<file path="config.mk">
export PLATFORM = sky130hd
export DESIGN_NAME = reward_calc_unit
export DESIGN_NICKNAME = d
export VERILOG_FILES = /design/src/rtl/reward_calc_unit.sv
export SDC_FILE = /design/constraint.sdc
export NUM_CORES = 1
export LEC_CHECK = 0
export BUFFER_PORTS_ARGS = -buffer_cell sky130_fd_sc_hd__buf_2
export CORE_AREA = 2 2 100 102
export DETAILED_ROUTE_END_ITERATION = 10
export DIE_AREA = 0 0 102 104
export GPL_TIMING_DRIVEN = 0
export PLACE_DENSITY = 0.78
export SKIP_LAST_GASP = 1
export SLEW_MARGIN = 10
export SYNTH_ARGS = -nofsm -noshare
export SYNTH_HDL_FRONTEND = slang
export SYNTH_SLANG_ARGS = --single-unit
</file>
<file path="constraint.sdc">
create_clock -name clock_i -period 3.3 [get_ports clock_i]
set_input_delay 0.165 -clock clock_i [delete_from_list [all_inputs] [get_ports clock_i]]
set_output_delay 0.165 -clock clock_i [all_outputs]
set_load 0.02 [all_outputs]
</file>
<file path="src/rtl/reward_calc_unit.sv">
// reward_calc_unit: scans the neighbor table for the requested action node and computes a saturated reward.
// Define REWARD_BATTERY_EN to include the battery term (adds the RD_BAT/CAP_BAT fetch).
module reward_calc_unit #(
  parameter int WORD_WIDTH    = 16,
  parameter int ADDR_WIDTH    = 16,
  parameter int MAX_NEIGHBORS = 64,
  parameter int ADDR_STRIDE   = 2,
  parameter int NID_BASE      = 'h48,
  parameter int CID_BASE      = 'hC8,
  parameter int BAT_BASE      = 'h148,
  parameter int CLUSTER_BONUS = 10,
  parameter int HOP_PENALTY   = 6,
  parameter int BATT_SHIFT    = 4,
  localparam int CNT_W        = $clog2(MAX_NEIGHBORS + 1)
) (
  input  logic                  clock_i,
  input  logic                  reset_i,
  input  logic                  en_i,
  input  logic                  start_i,
  input  logic [WORD_WIDTH-1:0] my_node_id_i,
  input  logic [WORD_WIDTH-1:0] my_cluster_id_i,
  input  logic [WORD_WIDTH-1:0] action_i,
  input  logic [WORD_WIDTH-1:0] besthop_i,
  input  logic [CNT_W-1:0]      num_neighbors_i,
  output logic [ADDR_WIDTH-1:0] mem_addr_o,
  input  logic [WORD_WIDTH-1:0] mem_rd_data_i,
  output logic [WORD_WIDTH-1:0] reward_out_o,
  output logic                  miss_o,
  output logic                  busy_o,
  output logic                  done_o
);
  localparam int SUM_W = WORD_WIDTH + 2;
  localparam logic signed [SUM_W-1:0] SAT_MAX = {3'b000, {(WORD_WIDTH-1){1'b1}}};
  localparam logic signed [SUM_W-1:0] SAT_MIN = {3'b111, {(WORD_WIDTH-1){1'b0}}};

  typedef enum logic [3:0] {
    IDLE    = 4'd0,
    RD_NID  = 4'd1,
    CMP_NID = 4'd2,
    RD_CID  = 4'd3,
    CAP_CID = 4'd4,
`ifdef REWARD_BATTERY_EN
    RD_BAT  = 4'd5,
    CAP_BAT = 4'd6,
`endif
    CALC    = 4'd7,
    DONE    = 4'd8
  } state_e;

  state_e                  state_q;
  logic [CNT_W-1:0]        idx_q;
  logic [CNT_W-1:0]        nn_q;
  logic [CNT_W-1:0]        nn_clamp_s;
  logic [WORD_WIDTH-1:0]   my_cid_q;
  logic [WORD_WIDTH-1:0]   action_q;
  logic [WORD_WIDTH-1:0]   besthop_q;
  logic [WORD_WIDTH-1:0]   node_id_unused_q;
  logic [WORD_WIDTH-1:0]   cid_q;
  logic                    empty_q;
  logic [ADDR_WIDTH-1:0]   mem_addr_q;
  logic [WORD_WIDTH-1:0]   reward_q;
  logic [WORD_WIDTH-1:0]   reward_d;
  logic                    miss_q;
  logic                    busy_q;
  logic                    done_q;
  logic signed [SUM_W-1:0] bat_term_s;
  logic signed [SUM_W-1:0] sum_s;

`ifdef REWARD_BATTERY_EN
  logic [WORD_WIDTH-1:0]   bat_q;
  assign bat_term_s = SUM_W'(bat_q >> BATT_SHIFT);
`else
  localparam int batt_cfg_unused = BAT_BASE + BATT_SHIFT;
  assign bat_term_s = {SUM_W{1'b0}};
`endif

  function automatic logic [ADDR_WIDTH-1:0] tbl_addr(input int base, input logic [CNT_W-1:0] idx);
    return ADDR_WIDTH'(base) + ADDR_WIDTH'(idx) * ADDR_WIDTH'(ADDR_STRIDE);
  endfunction

  assign nn_clamp_s = (num_neighbors_i > CNT_W'(MAX_NEIGHBORS)) ? CNT_W'(MAX_NEIGHBORS) : num_neighbors_i;

  // Reward sum in a widened signed domain, clamped to the signed output range.
  always_comb begin
    sum_s = ((cid_q == my_cid_q) ? SUM_W'(CLUSTER_BONUS) : {SUM_W{1'b0}})
          + bat_term_s
          - ((action_q != besthop_q) ? SUM_W'(HOP_PENALTY) : {SUM_W{1'b0}});
    if (sum_s > SAT_MAX) begin
      reward_d = SAT_MAX[WORD_WIDTH-1:0];
    end else if (sum_s < SAT_MIN) begin
      reward_d = SAT_MIN[WORD_WIDTH-1:0];
    end else begin
      reward_d = sum_s[WORD_WIDTH-1:0];
    end
  end

  // Control FSM; every output is registered and en_i gates all updates.
  always_ff @(posedge clock_i) begin
    if (reset_i) begin
      state_q          <= IDLE;
      idx_q            <= '0;
      nn_q             <= '0;
      my_cid_q         <= '0;
      action_q         <= '0;
      besthop_q        <= '0;
      node_id_unused_q <= '0;
      cid_q            <= '0;
      empty_q          <= 1'b0;
      mem_addr_q       <= '0;
      reward_q         <= '0;
      miss_q           <= 1'b0;
      busy_q           <= 1'b0;
      done_q           <= 1'b0;
`ifdef REWARD_BATTERY_EN
      bat_q            <= '0;
`endif
    end else if (en_i) begin
      done_q <= 1'b0;
      case (state_q)
        IDLE: begin
          if (start_i) begin
            my_cid_q         <= my_cluster_id_i;
            action_q         <= action_i;
            besthop_q        <= besthop_i;
            node_id_unused_q <= my_node_id_i;
            nn_q             <= nn_clamp_s;
            idx_q            <= '0;
            busy_q           <= 1'b1;
            // An empty table detours through CALC so its done lands one edge later.
            if (nn_clamp_s == {CNT_W{1'b0}}) begin
              empty_q <= 1'b1;
              state_q <= CALC;
            end else begin
              empty_q    <= 1'b0;
              mem_addr_q <= tbl_addr(NID_BASE, {CNT_W{1'b0}});
              state_q    <= RD_NID;
            end
          end
        end
        RD_NID: state_q <= CMP_NID;
        CMP_NID: begin
          if (mem_rd_data_i == action_q) begin
            mem_addr_q <= tbl_addr(CID_BASE, idx_q);
            state_q    <= RD_CID;
          end else if (idx_q == nn_q - CNT_W'(1)) begin
            reward_q <= '0;
            miss_q   <= 1'b1;
            done_q   <= 1'b1;
            state_q  <= DONE;
          end else begin
            idx_q      <= idx_q + CNT_W'(1);
            mem_addr_q <= tbl_addr(NID_BASE, idx_q + CNT_W'(1));
            state_q    <= RD_NID;
          end
        end
        RD_CID: state_q <= CAP_CID;
        CAP_CID: begin
          cid_q <= mem_rd_data_i;
`ifdef REWARD_BATTERY_EN
          mem_addr_q <= tbl_addr(BAT_BASE, idx_q);
          state_q    <= RD_BAT;
`else
          state_q    <= CALC;
`endif
        end
`ifdef REWARD_BATTERY_EN
        RD_BAT: state_q <= CAP_BAT;
        CAP_BAT: begin
          bat_q   <= mem_rd_data_i;
          state_q <= CALC;
        end
`endif
        CALC: begin
          reward_q <= empty_q ? {WORD_WIDTH{1'b0}} : reward_d;
          miss_q   <= empty_q;
          done_q   <= 1'b1;
          state_q  <= DONE;
        end
        DONE: begin
          busy_q  <= 1'b0;
          state_q <= IDLE;
        end
        default: begin
          busy_q  <= 1'b0;
          state_q <= IDLE;
        end
      endcase
    end
  end

  assign mem_addr_o   = mem_addr_q;
  assign reward_out_o = reward_q;
  assign miss_o       = miss_q;
  assign busy_o       = busy_q;
  assign done_o       = done_q;

endmodule
</file>
Yosys cells after proc, flatten, opt, wreduce, memory -nomap -nowiden
Cells that the tools add are included.

Add/subtract/negate cells: 5. $lt $le $gt $ge: 3. Equal/unequal tests: 15. Muxes and demuxes: 32. Bitwise operators: 1. Reduce and logical (&&, ||, !) cells: 12.

Operator list (count): two-way mux 16 bit (9); case mux 16 bit (2 select lines) (2); == test 16 bit (2); two-way mux 7 bit (4); case mux 4 bit (6 select lines) (1); greater-than comparator 5 x 16 -> 1 bit (second input constant) (1); less-than comparator 5 x 16 -> 1 bit (second input constant) (1); two-way mux 4 bit (4); != test 16 bit (1); case mux 7 bit (2 select lines) (1); != test 2 bit (second input constant) (5); AND reduction 5 bit (2); adder 7 x 8 -> 9 bit (first input constant) (1); adder 8 x 8 -> 9 bit (first input constant) (1); == test 4 x 2 -> 1 bit (second input constant) (2); == test 4 x 3 -> 1 bit (second input constant) (2); adder 7 x 1 -> 7 bit (second input constant) (1); == test 7 bit (1); greater-than comparator 7 bit (second input constant) (1); logical NOT 7 bit (1); subtractor 7 x 1 -> 7 bit (second input constant) (1); two-way mux 1 bit (6); two-way mux 3 bit (2); case mux 1 bit (2 select lines) (3); 10 further kinds (13).

Bits in registers: 118. Bits of input ports: 91. Output and inout bits: 35. Logic and storage cells: 81.

Depth between registers and ports, before layout
Gate-level depths: netlist of run 1.

Depth in word-level cells: 8. Mapped depth: 9. Gate-level depth less buffers: 8.

Worst setup path before layout of run 1
Ideal clock, no wire load.

Path type: flip-flop to flip-flop. Start: register nn_q[2]. End: register idx_q[2]. Library setup time: 70 ps. Data arrival time: 2221 ps. Required time: 3230 ps. Setup slack: 1009 ps. Stages on the path, launching flop included: 9. Buffers on the path: 2. Period minus slack after synthesis: 2291 ps. Cell sequence: dfxtp_1 > buf_6 > or3_1 > or4_4 > nand4b_4 > o31ai_2 > buf_6 > or4_1 > a21oi_1.

Cells in the longest elaborated chain, start to end: 4.

RTL lines: start, declared (line 52) `logic [CNT_W-1:0] nn_q;`; start signal, assigned (line 126) `nn_q <= nn_clamp_s;`; subtractor 7 x 1 -> 7 bit (line 145) `end else if (idx_q == nn_q - CNT_W'(1)) begin`; == test 7 bit (line 145); != test 2 bit (no line); AND reduction 5 bit (no line); end signal, assigned (line 151) `idx_q <= idx_q + CNT_W'(1);`; end, declared (line 51) `logic [CNT_W-1:0] idx_q;`.

Every way passes these cells. A chain may end at the register's enable or synchronous reset.

Worst setup path after layout of run 1
Start: register nn_q[0]. End: register mem_addr_q[5], in the netlist mem_addr_o[5].

Cells in the longest elaborated chain, start to end: 4.

RTL lines: subtractor 7 x 1 -> 7 bit (line 145); == test 7 bit (line 145); != test 3 bit (no line); AND reduction 5 bit (no line); end signal, assigned (line 135) `mem_addr_q <= tbl_addr(NID_BASE, {CNT_W{1'b0}});`; end signal, assigned (line 143) `mem_addr_q <= tbl_addr(CID_BASE, idx_q);`; end signal, assigned (line 152) `mem_addr_q <= tbl_addr(NID_BASE, idx_q + CNT_W'(1));`; end, declared (line 60) `logic [ADDR_WIDTH-1:0] mem_addr_q;`.

Every way passes these cells.

==> flow_metrics.py, run 1 <==
metrics = {
    "synthesis": {
        "synth-edff-count": 0,
        "synthDominantCellAreaShare_pct": 39.4,
        "yosys_most_used_dff": "dfxtp_1",
        "syn_area_per_cell_um2": 7.92,
        "netlist_area_um2": 4930,
        "synth_top_area_cell": "dfxtp_1",
        "netlist_instances": 622,
        "synthTopCellsByCount": "154 x nand2_1, 97 x dfxtp_1, 89 x a21oi_1, 40 x xor2_1, 30 x clkbuf_1",
        "synth_most_common_cell": "nand2_1",
        "yosysSeqAreaShare_pct": 39.4,
        "async_flop_share_pct": 0,
        "synth_cell_types": 50,
        "ys_seq_elements": 97,
        "ys_warn_count": 0,
        "synth_area_leaders": "dfxtp_1 39%, nand2_1 12%, a21oi_1 9.0%, xor2_1 7.1%, xnor2_1 5.2%",
    },
    "clocking": {
        "clock_path_buffers": 2,
        "cts_setup_buffers": 0,
        "clk_pin_slew_worst_paths_ns": 0.10,
        "htreeDepth": 3,
        "clock-root-buffer": "clkbuf_8",
        "cts_tree": "yes",
        "cts.sinks": 97,
        "post_cts_resized": 0,
        "ctsHoldBuffers": 0,
        "numCtsBuffers": 9,
        "clock_latency_ns": 0.37,
    },
    "floorplan": {
        "dieArea_um2": 10600,
        "ios": 126,
        "start_util_pct": 51.6,
        "die_width_um": 102,
        "fp-row-count": 36,
        "core_um2": 9550,
        "die_y_um": 104,
    },
    "global_routing": {
        "overflow": 0,
        "grt_pass1_wl_mm": 20.7,
        "grt_antenna_before_repair": 0,
        "grt_pass1_vias": 4333,
        "grt_max_degree": 19,
        "track_usage_pct": 24.5,
    },
    "sta": {
        "fmax_ghz": 0.357,
        "relSlewSlack_pct": 19.3,
        "hold_violations": 0,
        "finalClockSkew_ns": 0.00848,
        "drv_slew": 0,
        "rsz0062_at_grt": "false",
        "min_period_over_period_pct": 85.0,
        "fin_tns_setup_ns": 0,
        "holdWs_ns": 0.0177,
        "fin_crit_ns": 2.80,
        "tightest_slew_ns": 1.20,
        "setup_violations": 0,
    },
    "hold_path": {
        "hold_path_depth": 3,
        "min_path_type": "primary input to flip-flop",
    },
    "place": {
        "port_buffers": 99,
        "gp_congestion": 0.919,
        "post-dp-hpwl_mm": 10.0,
    },
    "layout": {
        "fill_cells": 924,
        "seqCellArea_um2": 1940,
        "num_antenna_cells": 0,
        "nets": 837,
        "final_layout_size_suffix_gt1_share_pct": 20.1,
        "multi_input_area_um2": 2650,
        "area_growth_pct": 18.0,
    },
    "worst_setup_path": {
        "worstRegToRegCells": 9,
        "crit_type": "flip-flop to flip-flop",
        "worstSetupEndpointType": "flip-flop",
        "start_kind": "flip-flop",
        "path_max_fanout": 10,
        "crit_required_ns": 3.58,
        "crit_arrival_ns": 3.09,
    },
    "status": {
        "status": "finished clean",
    },
    "detailed_routing": {
        "wire_per_inst_um": 14.7,
        "wl_mm": 12.9,
        "num_vias": 4667,
        "drc_errors": 0,
        "detail-route-antenna-nets": 0,
        "drt_iter0_drc": 277,
        "drtPass1Iterations": 5,
        "viasPerCell": 5.32,
    },
    "pwr": {
        "power.density_nw_per_um2": 400,
        "p_leak_uw": 0.00243,
        "peakVddDrop_uv": 251,
    },
    "flow_run": {
        "maxCapViolations": 0,
    },
}
==> worst max-delay path, stage by stage, from the launching register on <==
cell and delay, ns:
dfxtp_1 0.45, inv_1 0.07, ha_1 0.26, xnor2_1 0.15
a211oi_1 0.29, nand4_1 0.36, o41ai_4 0.68, buf_4 0.27
nand3_1 0.10, o31ai_1 0.10
==> power breakdown <==
part	switching [µW]	internal, µW
clock network	458	312
logic	183	132
registers	34.3	1210
==> final timing paths <==
check / from / endpoint / slack (ns)
setup reg to reg: nn_q[0] / mem_addr_o[5] / 0.50
hold reg to reg: reward_out_o[2] / reward_out_o[2] / 0.46
setup / recovery: nn_q[0] / mem_addr_o[5] / 0.50
hold / removal: my_cluster_id_i[2] / my_cid_q[2] / 0.02
==> registers in the layout, indices dropped and copies added, names as in the netlist <==
name / flops
nn_q: 7
empty_q: 1
miss_o: 1
mem_addr_o: 8
action_q: 16
my_cid_q: 16
state_q: 4
cid_q: 16
idx_q: 7
reward_out_o: 3
done_o: 1
besthop_q: 16
busy_o: 1
==> through the flow <==
step           cell area, µm²  cells  setup WS (ns)  power (µW)  util (%)
6_report                 5810    878          0.496        2330      60.9
4_1_cts                  5810    878          0.519        2330      60.9
3_5_place_dp             5620    862          0.582        1580      58.8
3_3_place_gp             5620    862          0.673        1570      58.8
5_1_grt                  5810    878          0.350        2420      60.9
2_1_floorplan            4960    630           1.01        1460         -
==> final cells by class <==
cell class	instances	share of cell area (%)
Tap cell	133	2.86
Clock inverter	6	0.969
Inverter	10	0.646
Timing Repair Buffer	99	8.53
Buffer	61	5.68
Clock buffer	10	2.37
Sequential cell	97	33.4
Multi-Input combinational cell	462	45.5
==> cell families (layout without fill, tap and decap cells) <==
logic type | count (synthesis) | after routing | share of synthesized area [%]
other | 1 | 9 | 0.0761
adders and majority gates | 6 | 6 | 1.52
buffers and inverters | 71 | 186 | 7.47
muxes | 4 | 4 | 0.813
AOI/OAI and AO/OA | 132 | 132 | 15.9
and+or+nand+nor | 242 | 242 | 22.5
xor gates and xnor gates | 69 | 69 | 12.3
DFF | 97 | 97 | 39.4
==> cell usage in the layout (no fill, tap or decap), drive strengths merged, types with 10 or more instances in the layout <==
cell type and instances:
o21ai 10, dfxtp 97, inv 14, nor3 13
buf 130, nor2 15, nand3 10, a21oi 89
nor4 11, xnor2 29, clkbuf 40, xor2 40
nand2 154
==> layer usage <==
layer	part of all wire (%)	global-route usage (%)	vias to the layer above
met5	0	0	-
met4	2.6	9.33	0
met3	5.5	3.29	28
met2	50	40.5	161
met1	42	32.1	2157
li1	-	-	2321
Power figures use the tool's default switching activity.
==> run 2, diff against run 1 <==
clock period = 2.9 ns   (was 3.3 ns; I/O delays follow)
==> flow_metrics.py, run 2 (same netlist as run 1, synthesis figures left out) <==
metrics = {
    "status": {
        "status": "finished clean",
    },
    "sta": {
        "fin_crit_ns": 2.77,
        "tightest_slew_ns": 1.19,
        "relSlewSlack_pct": 19.8,
        "setup_violations": 0,
        "fmax_ghz": 0.361,
        "finalClockSkew_ns": 0.00915,
        "drv_slew": 0,
        "hold_violations": 0,
        "fin_ws_ns": 0.128,
        "rsz0062_at_grt": "false",
        "min_period_over_period_pct": 95.6,
        "fin_tns_setup_ns": 0,
    },
    "worst_setup_path": {
        "start_kind": "flip-flop",
        "worstSetupStartpoint": "state_q[2]",
        "crit_required_ns": 3.19,
        "r2r-start": "state_q[2]",
        "cp.depth": 8,
        "crit_arrival_ns": 3.07,
        "worstSetupEndpointType": "flip-flop",
        "cpPeakStageDelay_ns": 0.60,
        "crit_family": "simple AND/OR/NAND/NOR gates",
        "crit_type": "flip-flop to flip-flop",
        "r2r_slack_ns": 0.13,
        "path_max_fanout": 9,
        "cp_cell_sequence": "buf_2 > nand2b_1 > or3_1 > clkbuf_1 > or4_1 > nor4_2 > nor2_1 > a21oi_1",
        "crit_path_top_delay_cell": "or4_1",
        "crit_buf_inv": 2,
        "worstRegToRegCells": 8,
    },
    "global_routing": {
        "grt_max_degree": 19,
        "grt_pass1_wl_mm": 21.0,
        "overflow": 0,
        "grt_pass1_vias": 4401,
        "grt_antenna_before_repair": 0,
        "track_usage_pct": 24.9,
    },
    "layout": {
        "area_growth_pct": 20.5,
        "fin_util_pct": 62.2,
        "mostFrequentLayoutCells": "154 x nand2_1, 102 x buf_2, 97 x dfxtp_1, 89 x a21oi_1, 40 x xor2_1",
        "final_layout_size_suffix_gt1_share_pct": 20.1,
        "num_antenna_cells": 0,
        "nets": 850,
        "final_common_cell": "nand2_1",
    },
    "clocking": {
        "numCtsBuffers": 9,
        "cts_tree": "yes",
        "clock-root-buffer": "clkbuf_8",
        "clk_pin_slew_worst_paths_ns": 0.10,
        "clock_path_buffers": 2,
        "clock_latency_ns": 0.37,
        "htreeDepth": 3,
        "cts.sinks": 97,
    },
    "place": {
        "dp_slack_ns": 0.182,
        "post-dp-hpwl_mm": 10.0,
        "gp_congestion": 0.919,
        "port_buffers": 99,
    },
    "floorplan": {
        "ios": 126,
        "dieArea_um2": 10600,
        "fp-row-count": 36,
        "die_width_um": 102,
        "core_um2": 9550,
        "start_util_pct": 51.6,
        "die_y_um": 104,
    },
    "pwr": {
        "peakVddDrop_uv": 285,
        "power.density_nw_per_um2": 448,
        "p_leak_uw": 0.00249,
    },
    "hold_path": {
        "hold_path_depth": 3,
        "min_path_type": "primary input to flip-flop",
        "hp-start": "action_i[10]",
    },
    "detailed_routing": {
        "drt_iter0_drc": 302,
        "wire_per_inst_um": 14.7,
        "drc_errors": 0,
        "drtPass1Iterations": 6,
        "num_vias": 4731,
        "detail-route-antenna-nets": 0,
        "viasPerCell": 5.31,
        "wl_mm": 13.1,
    },
    "flow_run": {
        "maxCapViolations": 0,
    },
}
## run 2: cell count changes in the layout (fill, tap and decap cells not counted)
cell and delta:
dlygate4sd3_1 +11, buf_4 +2
## run 2: final cells by class
type,count,area [µm²]
buffer,61,330
clock buffer,10,138
clock inverter,6,56.3
fill,911,3610
inverter,10,37.5
multi-input combinational,462,2650
sequential,97,1940
tap,133,166
timing repair buffer,112,621
## run 2: metrics by stage
stage / instances / total power (µW) / instance area, µm² / hold WS (ns)
after floorplan: 630 / 1670 / 4960 / 0.245
after global placement: 862 / 1790 / 5620 / 0.387
after detailed placement: 862 / 1800 / 5620 / 0.391
after CTS: 889 / 2660 / 5920 / 0.000299
after global routing: 891 / 2770 / 5940 / 0.00245
final: 891 / 2660 / 5940 / 0.000316
## run 2: report_power, final
group / leakage (µW) / internal, µW / switching [µW]
registers: 0.000787 / 1370 / 38.6
logic: 0.00160 / 163 / 212
clock network: 0.0000973 / 355 / 520
## run 2: final timing paths
check | endpoint
worst min register to register | reward_out_o[2]
worst max register to register | done_o
worst min-delay path | action_q[10]
worst max-delay path | done_o
## run 2: metal layers
metal	wire length [µm]	share of wire [%]	GRT usage, %	vias up
met5	0	0	0	-
met4	340	2.6	9.33	0
met3	768	5.9	3.29	29
met2	6610	50	41.8	175
met1	5400	41	32.3	2182
li1	-	-	-	2345
## run 2: worst register-to-register path, stage by stage, from the launching register on
cell and delay, ns:
dfxtp_1 0.31, buf_2 0.16, nand2b_1 0.19, or3_1 0.32, clkbuf_1 0.24, or4_1 0.60
nor4_2 0.46, nor2_1 0.22, a21oi_1 0.21
## run 2: timing repair
item / 4_1_cts / 5_1_grt
gates resized for setup: 0 / 0
setup endpoints to repair: 0 / 4
hold buffers: 11 / 0
hold endpoints to repair: 11 / 0
buffers inserted: 0 / 2
==> run 3, diff against run 2 <==
CORE_AREA = 2 2 108 110   (was 2 2 100 102)
DIE_AREA = 0 0 110 112   (was 0 0 102 104)
PLACE_DENSITY = 0.69   (was 0.78)
==> flow_metrics.py, run 3 (same netlist as run 1, synthesis figures left out) <==
metrics = {
    "layout": {
        "fill_cells": 1048,
        "area_growth_pct": 20.4,
        "mostFrequentLayoutCells": "154 x nand2_1, 102 x buf_2, 97 x dfxtp_1, 89 x a21oi_1, 40 x xor2_1",
        "num_antenna_cells": 0,
        "multi_input_area_um2": 2650,
        "final_layout_size_suffix_gt1_share_pct": 20.2,
        "fin_util_pct": 53.1,
        "final_common_cell": "nand2_1",
        "final_cells": 889,
        "nets": 838,
        "seqCellArea_um2": 1940,
    },
    "pwr": {
        "peakVddDrop_uv": 372,
        "power.density_nw_per_um2": 501,
        "p_leak_uw": 0.00249,
    },
    "detailed_routing": {
        "detail-route-antenna-nets": 0,
        "wl_mm": 13.2,
        "drt_iter0_drc": 289,
        "drc_errors": 0,
        "viasPerCell": 5.19,
        "wire_per_inst_um": 14.8,
        "num_vias": 4618,
        "drtPass1Iterations": 6,
    },
    "clocking": {
        "cts_tree": "yes",
        "ctsHoldBuffers": 0,
        "post_cts_resized": 0,
        "clk_pin_slew_worst_paths_ns": 0.07,
        "htreeDepth": 3,
        "clock_path_buffers": 2,
        "numCtsBuffers": 9,
        "cts.sinks": 97,
        "clock-root-buffer": "clkbuf_16",
        "clock_latency_ns": 0.34,
    },
    "place": {
        "gp_congestion": 0.946,
        "dp_cells": 872,
        "post-dp-hpwl_mm": 10.2,
        "port_buffers": 99,
    },
    "worst_setup_path": {
        "cpPeakStageDelay_ns": 0.44,
        "path_max_fanout": 10,
        "crit_arrival_ns": 2.89,
        "cp.depth": 10,
        "crit_path_end": "mem_addr_o[6]",
        "crit_path_top_delay_cell": "dfxtp_1",
        "cp_cell_sequence": "inv_1 > ha_1 > xnor2_1 > a211oi_1 > nand4_1 > o41ai_4 > buf_4 > buf_4 > a211oi_1 > nor3_1",
        "r2r-end": "mem_addr_o[6]",
        "worstRegToRegCells": 10,
        "crit_required_ns": 3.17,
        "start_kind": "flip-flop",
        "r2r-start": "nn_q[0]",
        "crit_family": "compound AO/OA/AOI/OAI gates",
        "worstSetupStartpoint": "nn_q[0]",
        "crit_type": "flip-flop to flip-flop",
        "r2r_slack_ns": 0.27,
        "worstSetupEndpointType": "flip-flop",
        "crit_buf_inv": 3,
    },
    "floorplan": {
        "core_um2": 11200,
        "die_width_um": 110,
        "ios": 126,
        "dieArea_um2": 12300,
        "start_util_pct": 44.1,
        "fp-row-count": 39,
        "die_y_um": 112,
    },
    "sta": {
        "finalClockSkew_ns": 0.00684,
        "fmax_ghz": 0.381,
        "setup_violations": 0,
        "min_period_over_period_pct": 90.5,
        "hold_violations": 0,
        "tightest_slew_ns": 1.18,
        "relSlewSlack_pct": 20.8,
        "drv_slew": 0,
        "fin_crit_ns": 2.63,
        "rsz0062_at_grt": "false",
        "fin_tns_setup_ns": 0,
    },
    "hold_path": {
        "min_path_type": "primary input to flip-flop",
    },
    "global_routing": {
        "overflow": 0,
        "track_usage_pct": 22.2,
        "grt_max_degree": 17,
        "grt_antenna_before_repair": 0,
        "grt_pass1_wl_mm": 21.3,
        "grt_pass1_vias": 4488,
    },
    "status": {
        "status": "finished clean",
    },
    "flow_run": {
        "maxCapViolations": 0,
    },
}
-- run 3: worst min path at each step --
stage / start / endpoint / slack, ns / cells after the start
5_1_grt: action_i[8] / action_q[8] / 0.03 / 3
4_1_cts: my_cluster_id_i[3] / my_cid_q[3] / 0.03 / 3
3_3_place_gp: my_cluster_id_i[3] / my_cid_q[3] / 0.39 / 3
2_1_floorplan: en_i / miss_o / 0.24 / 1
3_5_place_dp: my_cluster_id_i[3] / my_cid_q[3] / 0.39 / 3
6_report: my_cluster_id_i[3] / my_cid_q[3] / 0.03 / 3
-- run 3: worst register-to-register path, cell delays in order, from the launching register on --
cell and delay (ns):
dfxtp_1 0.44, inv_1 0.07, ha_1 0.27, xnor2_1 0.16, a211oi_1 0.27, nand4_1 0.35, o41ai_4 0.41, buf_4 0.20
buf_4 0.17, a211oi_1 0.06, nor3_1 0.15
-- run 3: area by class of cell --
type / count / area share, %
clock buffer: 9 / 3.80
inverter: 10 / 0.633
clock inverter: 7 / 1.18
timing repair buffer: 100 / 8.48
buffer: 61 / 5.57
tap: 143 / 3.02
sequential: 97 / 32.7
multi-input combinational: 462 / 44.6
-- run 3: routing by layer --
| metal | vias to the layer above | part of all wire, % | wire length, µm | global-route usage, % |
|---|---|---|---|---|
| met5 | - | 0 | 0 | 0 |
| met4 | 0 | 1.8 | 233 | 7.00 |
| met1 | 2119 | 43 | 5620 | 28.6 |
| met2 | 150 | 50 | 6550 | 36.9 |
| met3 | 25 | 6.0 | 789 | 4.27 |
| li1 | 2324 | - | - | - |
-- run 3: report_power, final --
group          internal (µW)  leakage, µW  switching, µW  total [µW]
combinational            152      0.00155            212         364
sequential              1370     0.000787           37.3        1410
clock                    669     0.000146            530        1200
-- run 3: timing repair --
item | 4_1_cts | 5_1_grt
endpoints found under the hold margin | 0 | 0
endpoints found under the setup margin | 0 | 5
buffers inserted | 0 | 1
-- run 3: stage by stage --
stage / hold WS, ns / total power, µW / cell area [µm²] / setup slack (ns)
3_3_place_gp: 0.388 / 1790 / 5630 / 0.228
5_1_grt: 0.0270 / 3100 / 5930 / 0.0592
4_1_cts: 0.0282 / 2980 / 5930 / 0.116
2_1_floorplan: 0.245 / 1670 / 4960 / 0.609
6_report: 0.0301 / 2970 / 5930 / 0.274
3_5_place_dp: 0.390 / 1800 / 5630 / 0.169
